$ cat src/rtl/vx_tensor_hmma_sequencer.sv
// Expands one HMMA macro per warp into the 2*NUM_STEPS micro-op stream for the tensor core
// and holds the core for that warp until every commit beat of the macro has come back.
`ifndef NW_WIDTH
`define NW_WIDTH 4
`endif
`ifndef UUID_WIDTH
`define UUID_WIDTH 32
`endif
`ifndef NR_BITS
`define NR_BITS 5
`endif

module vx_tensor_hmma_sequencer #(
   parameter int NW_WIDTH   = `NW_WIDTH,
   parameter int UUID_WIDTH = `UUID_WIDTH,
   parameter int NR_BITS    = `NR_BITS,
   parameter int NUM_STEPS  = 4
) (
   input  logic                  clk,
   input  logic                  reset,
   input  logic                  req_valid,
   output logic                  req_ready,
   input  logic [NW_WIDTH-1:0]   req_wid,
   input  logic [UUID_WIDTH-1:0] req_uuid,
   input  logic [NR_BITS-1:0]    req_rd,
   output logic                  uop_valid,
   input  logic                  uop_ready,
   output logic [NW_WIDTH-1:0]   uop_wid,
   output logic [UUID_WIDTH-1:0] uop_uuid,
   output logic [1:0]            uop_step,
   output logic                  uop_sub,
   output logic [NR_BITS-1:0]    uop_rd,
   output logic                  uop_last,
   input  logic                  cmt_fire,
   input  logic [NW_WIDTH-1:0]   cmt_wid,
   output logic                  done_valid,
   output logic [NW_WIDTH-1:0]   done_wid,
   output logic                  busy,
   output logic                  err
);

   localparam logic [2:0] ICNT_LAST = 3'(2 * NUM_STEPS - 1);
   localparam logic [3:0] OCNT_MAX  = 4'(2 * NUM_STEPS);

   typedef enum logic [1:0] {
      S_IDLE  = 2'd0,
      S_ISSUE = 2'd1,
      S_DRAIN = 2'd2,
      S_DONE  = 2'd3
   } state_t;

   state_t                state_reg, state_next;
   logic [2:0]            icnt_reg, icnt_next;
   logic [3:0]            ocnt_reg, ocnt_next;
   logic                  err_reg, err_next;
   logic [NW_WIDTH-1:0]   wid_reg, wid_next;
   logic [UUID_WIDTH-1:0] uuid_reg, uuid_next;
   logic [NR_BITS-1:0]    rd_reg, rd_next;

   logic req_fire;
   logic uop_fire;
   logic icnt_last;
   logic cmt_ok;
   logic cmt_bad;

   always_ff @(posedge clk or negedge reset) begin
      if (!reset) begin
         state_reg <= S_IDLE;
         icnt_reg  <= '0;
         ocnt_reg  <= '0;
         err_reg   <= 1'b0;
         wid_reg   <= '0;
         uuid_reg  <= '0;
         rd_reg    <= '0;
      end else begin
         state_reg <= state_next;
         icnt_reg  <= icnt_next;
         ocnt_reg  <= ocnt_next;
         err_reg   <= err_next;
         wid_reg   <= wid_next;
         uuid_reg  <= uuid_next;
         rd_reg    <= rd_next;
      end
   end

   always_comb begin
      state_next = state_reg;
      icnt_next  = icnt_reg;
      ocnt_next  = ocnt_reg;
      err_next   = err_reg;
      wid_next   = wid_reg;
      uuid_next  = uuid_reg;
      rd_next    = rd_reg;

      req_fire  = (state_reg == S_IDLE) && req_valid;
      uop_fire  = (state_reg == S_ISSUE) && uop_ready;
      icnt_last = (icnt_reg == ICNT_LAST);

      // A commit beat only counts if it belongs to the locked warp and has a uop to retire;
      // a uop firing in the same cycle covers the ocnt == 0 case.
      cmt_ok  = cmt_fire && (state_reg != S_IDLE) && (cmt_wid == wid_reg)
                && ((ocnt_reg != 4'd0) || uop_fire);
      cmt_bad = cmt_fire && !cmt_ok;

      if (cmt_bad) begin
         err_next = 1'b1;
      end

      if (uop_fire && !cmt_ok) begin
         if (ocnt_reg == OCNT_MAX) begin
            err_next = 1'b1;
         end else begin
            ocnt_next = ocnt_reg + 4'd1;
         end
      end else if (!uop_fire && cmt_ok) begin
         ocnt_next = ocnt_reg - 4'd1;
      end

      case (state_reg)
         S_IDLE: begin
            if (req_fire) begin
               wid_next   = req_wid;
               uuid_next  = req_uuid;
               rd_next    = req_rd;
               icnt_next  = '0;
               ocnt_next  = '0;
               state_next = S_ISSUE;
            end
         end
         S_ISSUE: begin
            if (uop_fire) begin
               icnt_next = icnt_reg + 3'd1;
               if (icnt_last) begin
                  state_next = S_DRAIN;
               end
            end
         end
         S_DRAIN: begin
            if ((ocnt_reg == 4'd0) || ((ocnt_reg == 4'd1) && cmt_ok)) begin
               state_next = S_DONE;
            end
         end
         S_DONE: begin
            state_next = S_IDLE;
         end
         default: begin
            state_next = S_IDLE;
         end
      endcase
   end

   // Every output is a decode of registered state, so neither handshake input reaches an output.
   assign req_ready  = (state_reg == S_IDLE);
   assign uop_valid  = (state_reg == S_ISSUE);
   assign uop_wid    = wid_reg;
   assign uop_uuid   = uuid_reg;
   assign uop_step   = icnt_reg[2:1];
   assign uop_sub    = icnt_reg[0];
   assign uop_rd     = rd_reg + NR_BITS'(icnt_reg[0]);
   assign uop_last   = (state_reg == S_ISSUE) && icnt_last;
   assign done_valid = (state_reg == S_DONE);
   assign done_wid   = wid_reg;
   assign busy       = (state_reg != S_IDLE);
   assign err        = err_reg;

endmodule
$ cat config.mk
export PLATFORM = sky130hd
export DESIGN_NAME = vx_tensor_hmma_sequencer
export DESIGN_NICKNAME = d
export VERILOG_FILES = /design/src/rtl/vx_tensor_hmma_sequencer.sv
export SDC_FILE = /design/constraint.sdc
export NUM_CORES = 1
export LEC_CHECK = 0
export ABC_CLOCK_PERIOD_IN_PS = 1900
export BUFFER_PORTS_ARGS = -buffer_cell sky130_fd_sc_hd__buf_2
export CAP_MARGIN = 10
export CORE_MARGIN = 2
export CORE_UTILIZATION = 30
export CTS_BUF_LIST = sky130_fd_sc_hd__clkbuf_4
export DETAILED_ROUTE_END_ITERATION = 12
export GPL_ROUTABILITY_DRIVEN = 0
export PLACE_DENSITY = 0.57
export SYNTH_ARGS = -nofsm -noshare
export SYNTH_HDL_FRONTEND = slang
export SYNTH_SLANG_ARGS = --single-unit
export TNS_END_PERCENT = 30
$ cat constraint.sdc
create_clock -name clk -period 1.9 [get_ports clk]
set_input_delay 0.38 -clock clk [delete_from_list [all_inputs] [get_ports clk]]
set_output_delay 0.38 -clock clk [all_outputs]
set_load 0.05 [all_outputs]
==> run_results.csv, run 1 <==
group,metric,value,unit
cells_and_area,syn2layout_area_growth,38.85,%
sta,slew_violations,0,
global_routing,grt_overflow,0,
global_routing,track_usage,0.1365,
clock_network,htree_levels,2,
global_routing,grt_pass1_wl,9.508,mm
global_routing,grt_max_degree,23,
cells_and_area,largest_reg_flops,32,
global_routing,antenna_found_initial,0,
min_path,worstHoldPathCells,2,
drt,drt-total-wl,5.706,mm
synthesis,avgSynthCellArea,12.65,um^2
die,boundaryPins,104,
placed_design,port_buffers,103,
synthesis,seq_area_frac_synth,0.5228,
sta,period_minus_slack,1.946,ns
setup_path,criticalPathCategory,"flop to output port",
global_routing,top_usage_layer,"met2",
clock_network,clkLatencyLatePin,0.38,ns
sta,setup_viol_count_final,2,
sta,max_freq,0.5139,GHz
synthesis,yosysUniqueCellTypes,34,
setup_path,r2r_setup_slack,0.13,ns
status,outcome,"finished with violations",
drt,vias,1871,
cells_and_area,diodes,0,
placed_design,dp_hpwl,4.290,mm
global_routing,grt_use_met3,0.04815,
cells_and_area,drive_gt1_frac,0.6124,
global_routing,grtUsageMet1,0.1784,
synthesis,ys_top_cells_by_count,"dfrtp_1, mux2_2, nand2_1",
drt,dr.pass1.iters,4,
synthesis,yosysWarnings,0,
drt,via_per_inst,4.575,
synthesis,async_flop_share,1.000,
die,die_y,94.21,um
setup_path,worstSetupEndpointType,"output port",
synthesis,synth_edf_count,0,
setup_path,path_depth,5,
global_routing,grt_pass1_vias,1971,
setup_path,arrival,1.57,ns
setup_path,worst-path-buf-inv,1,
setup_path,required,1.52,ns
die,start_util,0.3127,
setup_path,crit_chain,"ha_4 > ha_4 > nand3_4 > xnor2_4 > buf_8",
clock_network,root_buffer,"clkbuf_4",
sta,relSlewSlack,0.7091,
setup_path,cp_common_cell,"ha_4",
setup_path,critical_path.top_delay_family,"flip-flops",
setup_path,cp_max_fo,2,
synthesis,yosysMostFrequentCell,"dfrtp_1",
sta,hold_ws,0.2167,ns
synthesis,synth_area,2441,um^2
setup_path,cp-start-kind,"flop",
synthesis,ys_top_cells_by_area,"dfrtp_1, mux2_2, ha_1",
cells_and_area,nFillCells,749,
synthesis,synth_cells,193,
setup_path,cp_slowest_cell,"dfrtp_2",
drt,ant_nets,0,
sta,worst_pin_slew,0.4364,ns
clock_network,cts_max_path_buffers,2,
sta,final-hold-violation-count,0,
synthesis,synth_top_area_frac,0.5228,
clock_network,cts_tree,"done",
run,cap_viol_max_count,0,
clock_network,numClockSinks,51,
die,dieArea,8875,um^2
die,core,7807,um^2
clock_network,cts_made_buffers,5,
setup_path,slowest_delay,0.46,ns
die,row_count,32,
clock_network,clk_pin_slew_worst_paths,0.17,ns
synthesis,yosys_register_bits,51,
drt,drc_errors,0,
drt,drt_iter0_drc,57,
sta,skew,0.01310,ns
die,die_x,94.21,um
status,violations,"setup timing",
global_routing,grt_use_met2,0.2125,
placed_design,dp_slack,0.08248,ns
sta,rsz0062_at_grt,"true",
drt,wl_per_cell,13.95,um
cells_and_area,nNetsFinal,367,
min_path,hp-class,"input port to flop",
sta,timing.final.crit_share,1.024,
synthesis,yosysTopAreaCell,"dfrtp_1",
synthesis,synth_nets,254,
sta,setup_ws,-0.04581,ns
setup_path,reg2reg_depth,7,
synthesis,synthFlopType,"dfrtp_1",
-- through the flow --
| step | cell area [um^2] | std cells | setup TNS [ns] | utilization |
|---|---|---|---|---|
| floorplan | 2495 | 193 | -0.1584 | - |
| global placement | 3168 | 397 | 0 | 0.4058 |
| detailed placement | 3168 | 397 | 0 | 0.4058 |
| CTS | 3359 | 407 | -0.1276 | 0.4303 |
| global route | 3390 | 409 | -0.2844 | 0.4341 |
| finish | 3390 | 409 | -0.06820 | 0.4341 |
-- layout make-up --
type	instances	area, um^2	area share
sequential	51	1279	0.3773
inverter	8	33.78	0.009967
clock inverter	3	27.53	0.008121
timing repair buffer	117	689.4	0.2034
multi-input combinational	123	1195	0.3525
tap	102	127.6	0.03765
clock buffer	5	37.54	0.01107
-- worst paths after layout --
| kind | from | endpoint |
|---|---|---|
| setup / recovery | icnt_reg[0] | uop_rd[4] |
| hold / removal | req_uuid[21] | uop_uuid[21] |
| setup reg to reg | ocnt_reg[0] | state_reg[1] |
| hold reg to reg | err | err |
| max in group asynchronous | reset | uop_uuid[10] |
| min in group asynchronous | reset | uop_uuid[26] |
-- cells in the final DEF (no fill, tap or decap), types with 2 or more instances in the layout --
| cell type | n |
|---|---|
| and3_4 | 2 |
| dfrtp_1 | 49 |
| buf_2 | 97 |
| and2_2 | 2 |
| dfrtp_2 | 2 |
| ha_1 | 5 |
| buf_4 | 12 |
| a211o_1 | 2 |
| mux2i_1 | 2 |
| mux2_2 | 42 |
| a21oi_1 | 5 |
| nor3_1 | 2 |
| a22o_1 | 4 |
| clkbuf_4 | 5 |
| buf_8 | 2 |
| nand2_1 | 16 |
| buf_6 | 3 |
| ha_4 | 6 |
| nand3_1 | 3 |
| xor2_1 | 3 |
| a211oi_1 | 2 |
| inv_1 | 5 |
| inv_2 | 2 |
| o21ai_0 | 6 |
| buf_12 | 2 |
| nor2_1 | 2 |
| clkinvlp_4 | 2 |
-- per-layer routing --
metal	up-vias	share of wire	wire length, um
li1	897	-	-
met3	8	0.098	561
met2	82	0.46	2630
met1	884	0.42	2410
met5	-	0	0
met4	0	0.018	104
-- cell families after synthesis --
family          after synthesis  share of synthesized area
flops                        51                     0.5228
simple gates                 39                    0.09074
mux                          44                     0.2019
buf+inv                      19                    0.04152
xor+xnor                      7                    0.02512
compound gates               22                    0.06151
fa+ha+maj                    11                    0.05638
-- what timing repair did --
action,CTS,global route
setup endpoints to repair,6,7
endpoints found under the hold margin,16,0
gates resized for setup,23,4
buffers inserted,1,2
pin swaps,2,0
hold buffers,1,0
Power of run 1 is left out: the tool's default activity adds up to more than one toggle a clock period on the data nets, which glitch-free logic cannot reach.
==> run 2: changes to the inputs <==
ABC_CLOCK_PERIOD_IN_PS = 2200   (was 1900)
PLACE_DENSITY = 0.56   (was 0.57)
clock period = 2.2 ns   (was 1.9 ns; I/O delays follow)
==> run 2 against run 1 <==
  * The run now ends clean
  * Register-to-register slack gained 0.16 ns
  * Clock-buffer cell count is the same
  * Cell count shrank 2.7%
  * Critical path depth shrank 1
  * Non-clock buffer count shrank 11
  * Sequential share of layout area grew 2.7 points
  * Worst setup slack gained 0.14 ns
  * Die area is the same
  * Cell area shrank 6.8%
  * Routed wire length shrank 4.8%
  * Sequential cell count is the same
  * Critical path type unchanged
  * Largest cell class unchanged
  * Highest routed layer unchanged
==> run_results.csv, run 2 (synthesized netlist as in run 1, its figures left out) <==
group,metric,value,unit
drt,wl_per_cell,13.65,um
sta,timing.final.crit_share,0.9564,
sta,final-hold-violation-count,0,
drt,dr.pass1.iters,4,
drt,ant_nets,0,
cells_and_area,diodes,0,
global_routing,grt_pass1_wl,8.556,mm
clock_network,cts_tree,"done",
min_path,hp-class,"input port to async pin",
setup_path,worstSetupEndpointType,"output port",
status,outcome,"completed",
setup_path,arrival,1.66,ns
drt,routed-wl-met2,2.728,mm
sta,slew_violations,0,
clock_network,clk_pin_slew_worst_paths,0.16,ns
die,die_y,94.21,um
die,row_count,32,
drt,drc_errors,0,
placed_design,dp_hpwl,3.923,mm
global_routing,grt_max_degree,45,
global_routing,track_usage,0.1227,
sta,skew,0.009121,ns
setup_path,criticalPathCategory,"flop to output port",
sta,rsz0062_at_grt,"false",
cells_and_area,final_common_cell,"buf_2",
sta,relSlewSlack,0.6369,
drt,top_layer,"met4",
cells_and_area,largest_reg_flops,32,
die,start_util,0.3127,
drt,via_per_inst,4.608,
setup_path,cp-start-kind,"flop",
clock_network,htree_levels,2,
setup_path,required,1.76,ns
setup_path,r2r_setup_slack,0.29,ns
clock_network,clkLatencyLatePin,0.37,ns
clock_network,numClockSinks,51,
setup_path,critical_path.top_delay_family,"adder cells",
cells_and_area,drive_gt1_frac,0.5541,
sta,setup_viol_count_final,0,
sta,hold_ws,0.03170,ns
die,core,7807,um^2
sta,worst_pin_slew,0.5447,ns
setup_path,crit_chain,"ha_1 > ha_1 > xor2_1 > buf_2",
global_routing,grt_overflow,0,
drt,dr_wl_met3,364,um
clock_network,cts_made_buffers,5,
setup_path,cp_common_cell,"ha_1",
clock_network,root_buffer,"clkbuf_4",
die,die_x,94.21,um
drt,drt-total-wl,5.434,mm
run,cap_viol_max_count,0,
cells_and_area,mostFrequentLayoutCells,"buf_2, dfrtp_1, mux2_2",
die,boundaryPins,104,
setup_path,worst-path-buf-inv,1,
global_routing,antenna_found_initial,0,
clock_network,cts_max_path_buffers,2,
die,dieArea,8875,um^2
cells_and_area,nNetsFinal,356,
global_routing,grt_pass1_vias,1791,
cells_and_area,syn2layout_area_growth,29.47,%
placed_design,port_buffers,103,
sta,max_freq,0.4753,GHz
drt,met1Wirelength,2.294,mm
sta,period_minus_slack,2.104,ns
setup_path,cp_slowest_cell,"dfrtp_1",
drt,drt_iter0_drc,43,
setup_path,slowest_delay,0.42,ns
setup_path,cp_max_fo,2,
drt,vias,1834,
## run 2: cell count changes in the layout (fill, tap and decap cells not counted), sizes merged
cell         delta
dlygate4sd3     -1
bufinv          +1
clkinv          +1
clkinvlp        -2
buf            -10
## run 2: worst paths after layout
kind | end | depth (start not counted) | from
max in group asynchronous | uop_uuid[3] | 2 | reset
min in group clk | done_wid[2] | 2 | req_wid[2]
max | uop_rd[2] | 4 | icnt_reg[0]
min | uop_uuid[4] | 1 | reset
min reg2reg | err | 1 | err
max reg2reg | ocnt_reg[0] | 7 | ocnt_reg[0]
## run 2: area by class of cell
class	instances	area (um^2)
Clock inverter	3	42.54
Inverter	8	30.03
Timing Repair Buffer	106	569.3
Clock buffer	5	37.54
Tap cell	102	127.6
Fill cell	787	4647
Sequential cell	51	1276
Multi-Input combinational cell	123	1077
## run 2: what timing repair did
item / CTS / global route
hold endpoints to repair: 0 / 0
endpoints found under the setup margin: 1 / 2
buffers inserted: 1 / 0
resized for setup: 1 / 2
hold buffers: 0 / 0
## run 2: worst reg2reg max path, delay by kind of cell, from the launching register on
kind	cells	cell delay [ns]
AO/OA/AOI/OAI	1	0.15
adder cells (fa/ha/maj)	1	0.24
buffers and inverters	1	0.12
flip-flops	1	0.46
AND/OR/NAND/NOR	4	0.88
## run 2: metrics by stage
step / cell area, um^2 / setup WS [ns] / setup TNS (ns) / utilization / instances
3_3_place_gp: 3064 / 0.3383 / 0 / 0.3925 / 389
5_1_grt: 3161 / 0.009127 / 0 / 0.4048 / 398
3_5_place_dp: 3064 / 0.2729 / 0 / 0.3925 / 389
6_report: 3161 / 0.09597 / 0 / 0.4048 / 398
4_1_cts: 3154 / 0.04500 / 0 / 0.4040 / 398
2_1_floorplan: 2451 / -0.1072 / -0.1983 / - / 193
## run 2: routing by layer
metal,global-route usage,vias up
met5,0,-
met4,0.02899,0
met1,0.1585,898
li1,-,872
met2,0.2024,59
met3,0.03612,5
Power of run 2 is left out for the same reason.
